**config.mk**
```make
export PLATFORM = sky130hd
export DESIGN_NAME = timer_bank
export DESIGN_NICKNAME = d
export VERILOG_FILES = /design/src/rtl/timer_bank.sv
export SDC_FILE = /design/constraint.sdc
export NUM_CORES = 1
export LEC_CHECK = 0
export CAP_MARGIN = 30
export CORE_ASPECT_RATIO = 1.75
export CORE_MARGIN = 2
export CORE_UTILIZATION = 45
export DETAILED_ROUTE_END_ITERATION = 16
export PLACE_DENSITY = 0.62
export SLEW_MARGIN = 10
export SYNTH_ARGS = -nofsm -noshare
export SYNTH_HDL_FRONTEND = slang
export SYNTH_SLANG_ARGS = --single-unit
```
**constraint.sdc**
```tcl
create_clock -name clk -period 16.5 [get_ports clk]
set_input_delay 1.65 -clock clk [delete_from_list [all_inputs] [get_ports clk]]
set_output_delay 1.65 -clock clk [all_outputs]
set_load 0.05 [all_outputs]
```
**src/rtl/timer_bank.sv**
```systemverilog
// timer_bank: NCH-channel memory-mapped timer on the picorv32 native memory bus.
// Each channel: WIDTH-bit up-counter with prescaler, one-shot/auto-reload, W1C interrupt.
module timer_bank #(
  parameter logic [31:0] BASE_ADDR = 32'h0000_0000,
  parameter int          NCH       = 2,
  parameter int          WIDTH     = 32,
  parameter int          PW        = 16
) (
  input  logic           clk,
  input  logic           reset,
  input  logic           mem_valid,
  input  logic [31:0]    mem_addr,
  input  logic [31:0]    mem_wdata,
  input  logic [3:0]     mem_wstrb,
  output logic [31:0]    mem_rdata,
  output logic           mem_ready,
  output logic [NCH-1:0] irq,
  output logic           irq_any
);
  localparam int         CW        = (NCH > 1) ? $clog2(NCH) : 1;
  localparam logic [1:0] REG_CTRL  = 2'd0;
  localparam logic [1:0] REG_LOAD  = 2'd1;
  localparam logic [1:0] REG_COUNT = 2'd2;
  localparam logic [1:0] REG_PRESC = 2'd3;

  typedef enum logic {S_IDLE, S_RUN} state_t;

  logic                      r_ready;
  logic [31:0]               r_rdata;
  logic [31:0]               w_off;
  logic [31:0]               w_mask;
  logic [31:0]               w_rd_val;
  logic                      w_hit;
  logic                      w_we;
  logic [CW-1:0]             w_ch;
  logic [1:0]                w_reg;
  logic [NCH-1:0][4:0]       w_ctrl;
  logic [NCH-1:0][WIDTH-1:0] w_load;
  logic [NCH-1:0][WIDTH-1:0] w_count;
  logic [NCH-1:0][PW-1:0]    w_presc;

  // Offset subtraction wraps addresses below BASE_ADDR to huge values, so one compare bounds the window.
  assign w_off  = mem_addr - BASE_ADDR;
  assign w_hit  = mem_valid && !r_ready && (w_off < 32'(16 * NCH));
  assign w_we   = w_hit && (mem_wstrb != 4'b0000);
  assign w_ch   = w_off[4 +: CW];
  assign w_reg  = w_off[3:2];
  assign w_mask = {{8{mem_wstrb[3]}}, {8{mem_wstrb[2]}}, {8{mem_wstrb[1]}}, {8{mem_wstrb[0]}}};

  always_comb begin
    w_rd_val = 32'h0;
    case (w_reg)
      REG_CTRL:  w_rd_val = 32'(w_ctrl[w_ch]);
      REG_LOAD:  w_rd_val = 32'(w_load[w_ch]);
      REG_COUNT: w_rd_val = 32'(w_count[w_ch]);
      REG_PRESC: w_rd_val = 32'(w_presc[w_ch]);
      default:   w_rd_val = 32'h0;
    endcase
  end

  always_ff @(posedge clk or posedge reset) begin
    if (reset) begin
      r_ready <= 1'b0;
      r_rdata <= 32'h0;
    end else begin
      r_ready <= w_hit;
      if (w_hit) r_rdata <= w_rd_val;
    end
  end

  assign mem_ready = r_ready;
  assign mem_rdata = r_rdata;
  assign irq_any   = |irq;

  for (genvar gi = 0; gi < NCH; gi++) begin : g_ch
    state_t           r_state, w_state_next;
    logic             r_int, r_go, r_en, r_auto, r_ie;
    logic             w_int_next, w_go_next, w_en_next, w_auto_next, w_ie_next;
    logic [WIDTH-1:0] r_load, r_count, w_load_next, w_count_next;
    logic [PW-1:0]    r_presc, r_pre, w_presc_next, w_pre_next;
    logic             w_sel;

    assign w_sel = w_we && (w_ch == CW'(gi));

    always_ff @(posedge clk or posedge reset) begin
      if (reset) begin
        r_state <= S_IDLE;
        r_int   <= 1'b0;
        r_go    <= 1'b0;
        r_en    <= 1'b0;
        r_auto  <= 1'b0;
        r_ie    <= 1'b0;
        r_load  <= '0;
        r_count <= '0;
        r_presc <= '0;
        r_pre   <= '0;
      end else begin
        r_state <= w_state_next;
        r_int   <= w_int_next;
        r_go    <= w_go_next;
        r_en    <= w_en_next;
        r_auto  <= w_auto_next;
        r_ie    <= w_ie_next;
        r_load  <= w_load_next;
        r_count <= w_count_next;
        r_presc <= w_presc_next;
        r_pre   <= w_pre_next;
      end
    end

    // Software writes first; the counter logic below overrides INT/GO so hardware wins collisions.
    always_comb begin
      w_state_next = r_state;
      w_int_next   = r_int;
      w_go_next    = r_go;
      w_en_next    = r_en;
      w_auto_next  = r_auto;
      w_ie_next    = r_ie;
      w_load_next  = r_load;
      w_count_next = r_count;
      w_presc_next = r_presc;
      w_pre_next   = r_pre;

      if (w_sel && (w_reg == REG_CTRL) && mem_wstrb[0]) begin
        if (mem_wdata[0]) w_int_next = 1'b0;
        w_go_next   = mem_wdata[1];
        w_en_next   = mem_wdata[2];
        w_auto_next = mem_wdata[3];
        w_ie_next   = mem_wdata[4];
      end
      if (w_sel && (w_reg == REG_LOAD))
        w_load_next = WIDTH'((32'(r_load) & ~w_mask) | (mem_wdata & w_mask));
      if (w_sel && (w_reg == REG_PRESC))
        w_presc_next = PW'((32'(r_presc) & ~w_mask) | (mem_wdata & w_mask));

      case (r_state)
        S_IDLE: begin
          if (r_go && r_en) begin
            w_state_next = S_RUN;
            w_count_next = r_load;
            w_pre_next   = '0;
          end else if (!r_en) begin
            w_pre_next = '0;
          end
        end
        S_RUN: begin
          if (!(r_go && r_en)) begin
            w_state_next = S_IDLE;
            if (!r_en) w_pre_next = '0;
          end else if (r_pre == r_presc) begin
            w_pre_next = '0;
            if (&r_count) begin
              w_int_next = 1'b1;
              if (r_auto) begin
                w_count_next = r_load;
              end else begin
                w_count_next = '0;
                w_go_next    = 1'b0;
                w_state_next = S_IDLE;
              end
            end else begin
              w_count_next = r_count + 1'b1;
            end
          end else begin
            w_pre_next = r_pre + 1'b1;
          end
        end
        default: w_state_next = S_IDLE;
      endcase

      if (!w_en_next) w_go_next = 1'b0;
    end

    assign w_ctrl[gi]  = {r_ie, r_auto, r_en, r_go, r_int};
    assign w_load[gi]  = r_load;
    assign w_count[gi] = r_count;
    assign w_presc[gi] = r_presc;
    assign irq[gi]     = r_int & r_ie;
  end

endmodule

```
# ---- Word-level counts from Yosys, hierarchy flattened
# Index checks and enable logic that the tools add are counted.
dict set report totals {
  out_inout_bits 36
  register_bits 237
  wordCells 148
}
dict set report classes {
  reduce_logical 23
  n_addsub 4
  n_eq_ne 11
  bitwise 15
  n_mux 71
  magnitude_cmp 2
}
# op n
set ops {}
lappend ops {{$mux 32} 14}
lappend ops {{$mux 16} 10}
lappend ops {{$pmux 32 s2} 2}
lappend ops {{$pmux 32 s4} 1}
lappend ops {{$and 32x32->32} 3}
lappend ops {{$add 32x1->32 const B} 2}
lappend ops {{$or 32x32->32} 2}
lappend ops {{$pmux 16 s2} 2}
lappend ops {{$reduce_and 32->1} 2}
lappend ops {{$mux 1} 38}
lappend ops {{$add 16x1->16 const B} 2}
lappend ops {{$and 16x16->16} 2}
lappend ops {{$eq 16x16->1} 2}
lappend ops {{$lt 32x6->1 const B} 1}
lappend ops {{$not 32->32} 1}
lappend ops {{$or 16x16->16} 2}
lappend ops {{$logic_and 1x1->1} 15}
lappend ops {{$mux 5} 2}
lappend ops {{$ne 2x1->1 const B} 4}
lappend ops {{$reduce_and 3->1} 2}
lappend ops {{$eq 2x2->1 const B} 2}
lappend ops {{$ne 2x2->1 const B} 2}
lappend ops {{$pmux 1 s2} 2}
lappend ops {{$reduce_bool 4->1} 1}
lappend ops {{7 further kinds} 10}

# ---- Longest topological paths before layout
# Gate-level depths: netlist of run 1.
dict set report logic_depth {
  word_depth 14
  mapped_depth 9
  ltp_nobuf 7
}

# ---- Least setup slack after synthesis of run 1
# No wires, ideal clock.
dict set report synth_path {
  path_kind {input port to flip-flop}
  start {in mem_addr[24]}
  end {reg (tool-made name)}
  cell_stages 7
  t_arrival_ps 3361
  setup_ps 125
  setup_slack_ps 13014
  path_cell_list {nor4_1 > nand4_2 > nor2_1 > buf_4 > nand3_2 > nor2_4 > mux2_2}
}
# element line
set synth_rtl {}
lappend synth_rtl {{start: declaration} 12} ;# input logic [31:0] mem_addr,

# ---- Worst setup path in the final report of run 1
dict set report layout_path {
  start {in mem_addr[24]}
  end {reg g_ch[0].r_ie}
}
dict set report layout_via {
  elab_chain_cells 6
}
# element line
set layout_rtl {}
lappend layout_rtl {{$lt 32x6->1} 44} ;# assign w_hit = mem_valid && !r_ready && (w_off < 32'(16 * NCH));
lappend layout_rtl {{$logic_and 1x1->1} 44}
lappend layout_rtl {{$logic_and 1x1->1} 45} ;# assign w_we = w_hit && (mem_wstrb != 4'b0000);
lappend layout_rtl {{$logic_and 1x1->1} 83} ;# assign w_sel = w_we && (w_ch == CW'(gi));
lappend layout_rtl {{$logic_and 1x1->1 (2 in series)} 124} ;# if (w_sel && (w_reg == REG_CTRL) && mem_wstrb[0]) begin
lappend layout_rtl {{end signal: assignment} 103} ;# r_ie <= w_ie_next;
lappend layout_rtl {{end: declaration} 77} ;# logic r_int, r_go, r_en, r_auto, r_ie;
# Every way passes these cells.
# A chain may end at the register's enable or synchronous reset.

==> results of run 1 <==
metal layers:
| layer | global-route usage, % | up-vias |
|---|---|---|
| li1 | - | 5136 |
| met2 | 47.60 | 386 |
| met4 | 12.67 | 0 |
| met5 | 0 | - |
| met1 | 32.64 | 5644 |
| met3 | 2.800 | 109 |
worst register-to-register path: cells and delay by family, from the launching register on:
kind	cells	cell delay, ns
flops	1	0.44
simple gates	3	1.67
fa+ha+maj	1	0.26
compound gates	2	1.09
cell families after synthesis:
| kind of cell | count (synthesis) | synth area share (%) |
|---|---|---|
| flops | 237 | 44.74 |
| mux | 165 | 14.51 |
| buf+inv | 104 | 3.238 |
| simple gates | 390 | 16.77 |
| compound gates | 374 | 18.25 |
| fa+ha+maj | 4 | 0.3776 |
| xor+xnor | 32 | 2.114 |
cells in the final DEF, fill, tap and decap left out, types with 22 or more instances in the layout:
cell type        instances
o21ai_0                110
nor3_1                  40
nor2_1                  55
nand4_1                 28
clkdlybuf4s50_1        101
inv_1                   28
mux2i_1                 38
dfrtp_1                237
nor4_1                  22
nand2_1                 95
nand3_1                 46
a221oi_1                23
mux2_2                 117
a21oi_1                 77
xnor2_1                 32
clkbuf_16               25
metrics by stage:
stage / total power, mW / util (%) / cell area [sq um]
4_1_cts: 1.248 / 52.96 / 15450
2_1_floorplan: 0.6163 / - / 13260
6_report: 1.239 / 53.32 / 15560
3_5_place_dp: 0.6473 / 50.02 / 14600
5_1_grt: 1.277 / 53.31 / 15560
3_3_place_gp: 0.6474 / 49.95 / 14580
how the worst max path moves through the flow:
stage	from	endpoint	slack, ns	cells after the start
6_report	mem_addr[24]	g_ch[0].r_ie	12.57	8
5_1_grt	mem_addr[28]	g_ch[0].r_ie	12.40	8
4_1_cts	mem_addr[2]	flip-flop	12.53	6
3_5_place_dp	mem_addr[2]	flip-flop	11.97	6
3_3_place_gp	mem_addr[2]	flip-flop	11.96	6
2_1_floorplan	reset	asynchronous set/reset pin	8.35	1
report_power, final:
group	switching, mW	internal [mW]	total [mW]
combinational	0.0353	0.0216	0.0569
clock	0.250	0.351	0.601
sequential	0.0000000261	0.581	0.581
total	0.285	0.954	1.24
cell type report:
class / instances / area (sq um) / share of cell area (%)
Inverter: 29 / 116.4 / 0.7478
Multi-Input combinational cell: 965 / 6920 / 44.48
Timing Repair Buffer: 128 / 1254 / 8.057
Clock inverter: 9 / 141.4 / 0.9087
Tap cell: 382 / 478.0 / 3.072
Clock buffer: 36 / 716.9 / 4.608
Antenna cell: 1 / 2.502 / 0.01608
Sequential cell: 237 / 5931 / 38.12
==> metrics.txt, run 1 <==
status finished, final reports clean; worst-skew pair later-pin latency 0.56 ns; FF-to-FF path depth 6; first-pass GRT wire length 64.54 mm; Hold Path Stages 1; Worst-path clk slew 0.06 ns; Die Span Y 231.0 microns; Crit Reg-Reg Startpoint g_ch[1].r_count[0]; Routed WL 41.74 mm; CTS buffer count 25; Crit. End Element flip-flop; clk sinks 237; Root Buffer clkbuf_16; IO buf count 104; io pins 107; max frequency 0.2546 GHz; drt pass-1 iters 5; die area 0.03090 sq mm; First DRT Iteration DRCs 918; P per Cell Area 79.63 mW/mm^2; Area Growth Syn to Fin 17.39%; Synth warnings 0; DR vias 11,275; WHS Endpoint mem_rdata[19]; setup TNS 0 ns; Final HPWL DP 30.15 mm; Die Wd 133.7 microns; Post-synth EDFFs 0; Yosys cell types 72; Final Max Tran Viols 0; Highest Signal Layer met4; Final Hold Fails 0; post-layout min period 3.928 ns; initial antenna violation count 1; Starting Density 45.42%; reg2reg setup slack 12.89 ns; syn avg cell area 10.15 sq um; vias in the first global route 11,011; WL met2 21.55 mm; via/cell ratio 6.309; Final setup viols 0; Placed Cells incl. Taps 1,734; synthesized area 0.01326 sq mm; DR WL met3 2.096 mm; crit-path cells clkdlybuf4s50_1 > nor4_1 > nand4_2 > buf_4 > nor2_4 > buf_4 > nor4b_4 > mux2_2; Max IR drop VDD 0.00007395 V; cells after synthesis 1,306; Yosys top cell by area dfrtp_1; Hold WC Path Type reg2reg; sequential share of the synthesized area 44.74%; RSZ-0062 raised after global routing false; Area contributors post-synth dfrtp_1 (45%), mux2_2 (9.9%), o21ai_0 (4.2%), a21oi_1 (2.9%), mux2i_1 (2.9%); H-tree depth reported by CTS 1; ys flop type dfrtp_1; most used cell, CP buf_4; max_cap viols 0; max_slew headroom 32.60%; post-cts resize count 0; CTS tree done; final setup skew 0.02486 ns; wl on met1 16.22 mm; DRC 0; most frequent cell after synthesis dfrtp_1; Post-synth top cells dfrtp_1 (237), mux2_2 (117), o21ai_0 (110); register bit total from synthesis 237; critical path's largest stage delay 0.57 ns; WL per Instance 23.36 microns; Setup Fix Bufs, Post-CTS 0; Crit-path slowest cell nor4b_4; non-filler cells, final 1,787; fillers 2,590; post-route ant nets 0; Place WS 11.97 ns; final setup margin 12.57 ns; Net count, final 1,461; crit share post-route 23.80%; Hold Buf Count CTS 0; routability cong. 0.9310; # rows 83; worst hold slack 0.4915 ns; GRT Residual Overflow 0; share of cells above drive strength 1 16.31%; hold_sp mem_rdata[19]; share of flip-flops with an asynchronous set or reset 100.0%; cell class contributing the biggest share of worst-path delay simple AND/OR/NAND/NOR gates; Buf+Inv Stages, Crit Path 3; largest net degree at the start of global routing 103; CORE AREA 0.02918 sq mm; Clock Tree Buf Depth 3; R2R Path End g_ch[1].r_count[2]; WS Path Type in2reg; WP data required 16.93 ns; GRT Util Overall 26.90%; Pleak 6.439 nW; Synth top area share 44.74%; post-synth net total 1,381; Worst Path Arrival 4.36 ns; Max FO, Critical Path 47; Critical Path Start Type input pin; Least-Margin Pin Slew 1.003 ns
Note: power is estimated with default switching activity, not from simulation.
==> run 2, diff against run 1 <==
--- a/config.mk
+++ b/config.mk
@@ -10,7 +10,7 @@
 export CORE_MARGIN = 2
 export CORE_UTILIZATION = 45
 export DETAILED_ROUTE_END_ITERATION = 16
-export PLACE_DENSITY = 0.62
+export PLACE_DENSITY = 0.65
 export SLEW_MARGIN = 10
 export SYNTH_ARGS = -nofsm -noshare
 export SYNTH_HDL_FRONTEND = slang
==> constraint.sdc (replaced) <==
create_clock -name clk -period 3.2 [get_ports clk]
set_input_delay 0.32 -clock clk [delete_from_list [all_inputs] [get_ports clk]]
set_output_delay 0.32 -clock clk [all_outputs]
set_load 0.05 [all_outputs]
==> run 2 against run 1 <==
  * Final area rose by 0.94%
  * Die area unchanged
  * Clock skew down 0.010 ns
  * Critical path type is now reg2reg
  * Largest power group is now sequential cells
  * Via count up 1.7%
  * Global-route usage rose by 1.4 points
  * Largest cell class unchanged
==> metrics.txt, run 2 (synthesized netlist as in run 1, its figures left out) <==
critical path's largest stage delay 0.68 ns; Comb pwr share 4.9%; Int Pwr 4.856 mW; WS Path Type reg2reg; post-cts resize count 0; Die Wd 133.7 microns; crit share post-route 86.62%; Clk pwr share 47.6%; Buf+Inv Stages, Crit Path 1; IO buf count 104; routability cong. 0.9557; drt pass-1 iters 5; CTS tree done; Pleak 6.529 nW; Clock Tree Buf Depth 3; post-layout min period 2.772 ns; most common cell after layout, fill and taps aside dfrtp_1; final setup skew 0.01468 ns; crit-path cells ha_1 > nand2_1 > nor4_1 > a31o_2 > buf_4 > nor2_1 > o21ai_0 > o21ai_0; Worst-path clk slew 0.06 ns; Root Buffer clkbuf_16; cell class contributing the biggest share of worst-path delay simple AND/OR/NAND/NOR gates; initial antenna violation count 0; WL per Instance 24.15 microns; H-tree depth reported by CTS 1; commonest non-fill, non-tap cells in the layout dfrtp_1 (237), mux2_2 (117), o21ai_0 (110); die area 0.03090 sq mm; Max IR drop VDD 0.0004021 V; ant diodes 0; Net Sw Frac 22.99%; Tot Pwr 6.306 mW; clk sinks 237; Final Instance Area 0.01571 sq mm; share of power burned in registers 47.5%; Crit-path slowest cell nor4_1; largest net degree at the start of global routing 87; worst-skew pair later-pin latency 0.55 ns; max_cap viols 0; status finished, final reports clean; post-route ant nets 0; via/cell ratio 6.330; Final Max Tran Viols 0; Final setup viols 0; io pins 107; DRC 0; switching pwr 1.450 mW; DP Area 0.01486 sq mm; Worst Path Arrival 3.19 ns; DR vias 11,463; Critical Path Start Type flip-flop; Max FO, Critical Path 20; max frequency 0.3608 GHz; Area Growth Syn to Fin 18.49%; First DRT Iteration DRCs 809; first-pass GRT wire length 67.53 mm; Setup Fix Bufs, Post-CTS 0; Hold WC Path Type in2reg; GRT Residual Overflow 0; share of cells above drive strength 1 17.70%; CTS buffer count 25; Hold Buf Count CTS 0; Starting Density 45.42%; Crit. End Element flip-flop; CORE AREA 0.02918 sq mm; vias in the first global route 11,326; max_slew headroom 39.70%; RSZ-0062 raised after global routing false; Final Hold Fails 0; Least-Margin Pin Slew 0.8976 ns; # rows 83; most used cell, CP o21ai_0; P per Cell Area 401.5 mW/mm^2; Final HPWL DP 32.73 mm; WP data required 3.62 ns; Routed WL 43.74 mm; Net count, final 1,486; Die Span Y 231.0 microns; GRT Util Overall 28.32%
-- run 2: stage by stage --
step / util, % / hold WS (ns) / setup TNS (ns) / setup slack (ns) / cells
after floorplan: - / 0.4649 / -53.53 / -0.2259 / 1306
after global placement: 50.87 / 0.4772 / 0 / 0.3407 / 1762
after detailed placement: 50.92 / 0.4818 / 0 / 0.3262 / 1764
after CTS: 53.78 / 0.08650 / 0 / 0.4936 / 1809
after global routing: 53.82 / 0.1080 / 0 / 0.2723 / 1811
final: 53.82 / 0.08872 / 0 / 0.4281 / 1811
-- run 2: per-layer routing --
metal	up-vias	track usage, %	wire length (microns)
met4	0	15.53	2532
met1	5733	34.56	16470
li1	5173	-	-
met5	-	0	0
met2	448	48.48	22000
met3	109	3.434	2734
-- run 2: tightest hold or removal path, stage by stage --
cell	delay [ns]
buf_2	0.14
nand2_1	0.06
a31oi_1	0.08
-- run 2: path summary, 6_finish.rpt --
| kind | startpoint | to | slack [ns] | cells after the start |
|---|---|---|---|---|
| worst max-delay path | g_ch[0].r_count[1] | g_ch[0].r_count[13] | 0.43 | 8 |
| worst min-delay path | mem_addr[4] | mem_rdata[1] | 0.09 | 3 |
| worst max register to register | g_ch[0].r_count[1] | g_ch[0].r_count[13] | 0.43 | 8 |
| worst min register to register | mem_rdata[18] | mem_rdata[18] | 0.49 | 1 |
| max in group asynchronous | reset | asynchronous set/reset pin | 2.16 | 3 |
| min in group asynchronous | reset | asynchronous set/reset pin | 0.19 | 2 |
-- run 2: power groups by stage --
stage	clock network (mW)	registers, mW	logic, mW
final	3.00	3.00	0.309
after global routing	3.15	2.99	0.328
after CTS	3.04	3.00	0.310
after detailed placement	0	3.05	0.308
after global placement	0	3.05	0.309
after floorplan	0	3.05	0.126
-- run 2: cell type report --
cell class / instances / area [sq um]
inverter: 29 / 112.6
tap: 382 / 478.0
clock buffer: 37 / 730.7
timing repair buffer: 153 / 1439
fill: 2613 / 13480
clock inverter: 8 / 105.1
multi-input combinational: 965 / 6910
sequential: 237 / 5931
==> run 3, diff against run 2 <==
--- a/config.mk
+++ b/config.mk
@@ -9,6 +9,7 @@
 export CORE_ASPECT_RATIO = 1.75
 export CORE_MARGIN = 2
 export CORE_UTILIZATION = 45
+export CTS_CLUSTER_DIAMETER = 40
 export DETAILED_ROUTE_END_ITERATION = 16
 export PLACE_DENSITY = 0.65
 export SLEW_MARGIN = 10
==> run 3 against run 2 <==
  * Register-to-register slack gained 0.02 ns
  * Total power increased by 7.4%
  * First-iteration DRC count increased by 10%
  * Global-route usage rose by 0.14 points
  * Count of clock-buffer cells in the layout shrank 4
  * Die area unchanged
  * Maximum frequency up 0.76%
  * Worst hold slack got worse by 0.0093 ns
  * Final area increased by 1.1%
  * Sequential power is essentially flat
  * Highest routed layer unchanged
==> metrics.txt, run 3 (synthesized netlist as in run 1, its figures left out) <==
status finished, final reports clean; WS Path Type reg2reg; critical path's largest stage delay 0.64 ns; clk sinks 237; routability cong. 0.9557; io pins 107; Max FO, Critical Path 20; Root Buffer clkbuf_16; WP data required 3.64 ns; non-filler cells, final 1,820; largest net degree at the start of global routing 87; Starting Density 45.42%; # rows 83; Routed WL 43.99 mm; Final HPWL DP 32.73 mm; worst-skew pair later-pin latency 0.57 ns; vias in the first global route 11,418; First DRT Iteration DRCs 892; Hold WC Path Type in2reg; first-pass GRT wire length 68.01 mm; Final Hold Fails 0; reg2reg setup slack 0.45 ns; post-route ant nets 0; crit share post-route 85.96%; Placed Cells incl. Taps 1,764; Buf+Inv Stages, Crit Path 2; via/cell ratio 6.375; post-cts resize count 0; max_cap viols 0; Max IR drop VDD 0.0003996 V; Final setup viols 0; Util after Layout 54.42%; Crit. End Element flip-flop; GRT Residual Overflow 0; initial antenna violation count 0; crit-path cells nand4_1 > nor4_1 > buf_4 > a31o_2 > buf_4 > nor2_1 > o21ai_0 > o21ai_0; GRT Util Overall 28.46%; CTS tree done; Tot Pwr 6.772 mW; Worst Path Arrival 3.19 ns; Setup Fix Bufs, Post-CTS 0; WL per Instance 24.17 microns; setup TNS 0 ns; Clock Tree Buf Depth 3; Worst-path clk slew 0.07 ns; max_slew headroom 38.67%; share of cells above drive strength 1 18.57%; P per Cell Area 426.5 mW/mm^2; CTS buffer count 29; cell class contributing the biggest share of worst-path delay simple AND/OR/NAND/NOR gates; post-layout min period 2.751 ns; most common cell after layout, fill and taps aside dfrtp_1; Die Wd 133.7 microns; DR vias 11,603; Hold Buf Count CTS 0; max frequency 0.3635 GHz; CORE AREA 0.02918 sq mm; Final Max Tran Viols 0; Die Span Y 231.0 microns; DRC 0; IO buf count 104; Crit-path slowest cell nor4_1; final setup skew 0.01187 ns; Area Growth Syn to Fin 19.80%; fillers 2,593; Critical Path Start Type flip-flop; Pleak 6.603 nW; H-tree depth reported by CTS 1; worst hold slack 0.07946 ns; ant diodes 0; RSZ-0062 raised after global routing false; die area 0.03090 sq mm; commonest non-fill, non-tap cells in the layout dfrtp_1 (237), mux2_2 (117), o21ai_0 (110); Least-Margin Pin Slew 0.9129 ns; Net count, final 1,490; drt pass-1 iters 5
## run 3: changes by cell type in the layout (fill, tap and decap cells not counted), sizes merged
cell      delta
clkbuf       -4
clkinv       +1
clkinvlp     +4
bufinv       +1
inv          +7
## run 3: through the flow
stage,setup WS [ns],cell area [sq um]
floorplan,-0.2259,13260
global placement,0.3407,14850
detailed placement,0.3262,14860
CTS,0.4694,15870
global route,0.2729,15880
finish,0.4492,15880
## run 3: area by class of cell
type | instances | area [sq um] | share of cell area [%]
Tap cell | 382 | 478.0 | 3.010
Clock inverter | 21 | 239.0 | 1.505
Sequential cell | 237 | 5931 | 37.35
Timing Repair Buffer | 153 | 1439 | 9.061
Inverter | 29 | 112.6 | 0.7091
Multi-Input combinational cell | 965 | 6910 | 43.52
Clock buffer | 33 | 770.7 | 4.853
## run 3: final timing paths
path,to,from,cells past startpoint
max,g_ch[0].r_count[13],g_ch[0].r_count[21],8
min,mem_rdata[1],mem_addr[4],3
max reg2reg,g_ch[0].r_count[13],g_ch[0].r_count[21],8
min reg2reg,mem_rdata[18],mem_rdata[18],1
max in group asynchronous,mem_rdata[15],reset,3
min in group asynchronous,g_ch[1].r_pre[0],reset,2
## run 3: power by group
part	switching, mW	internal [mW]	total [mW]
clock network	1.45	2.01	3.47
registers	0.000000138	3.00	3.00
logic	0.194	0.115	0.310
## run 3: layer usage
metal,wire length [microns],track usage (%)
met4,2477,15.76
met1,16860,34.90
met3,2594,3.325
met2,22060,48.54
met5,0,0
## run 3: worst reg2reg max path, delay by kind of cell (launching register included)
| kind | cells | cell delay, ns |
|---|---|---|
| AO/OA/AOI/OAI | 3 | 0.63 |
| buffers and inverters | 2 | 0.54 |
| flip-flops | 1 | 0.51 |
| AND/OR/NAND/NOR | 3 | 0.95 |
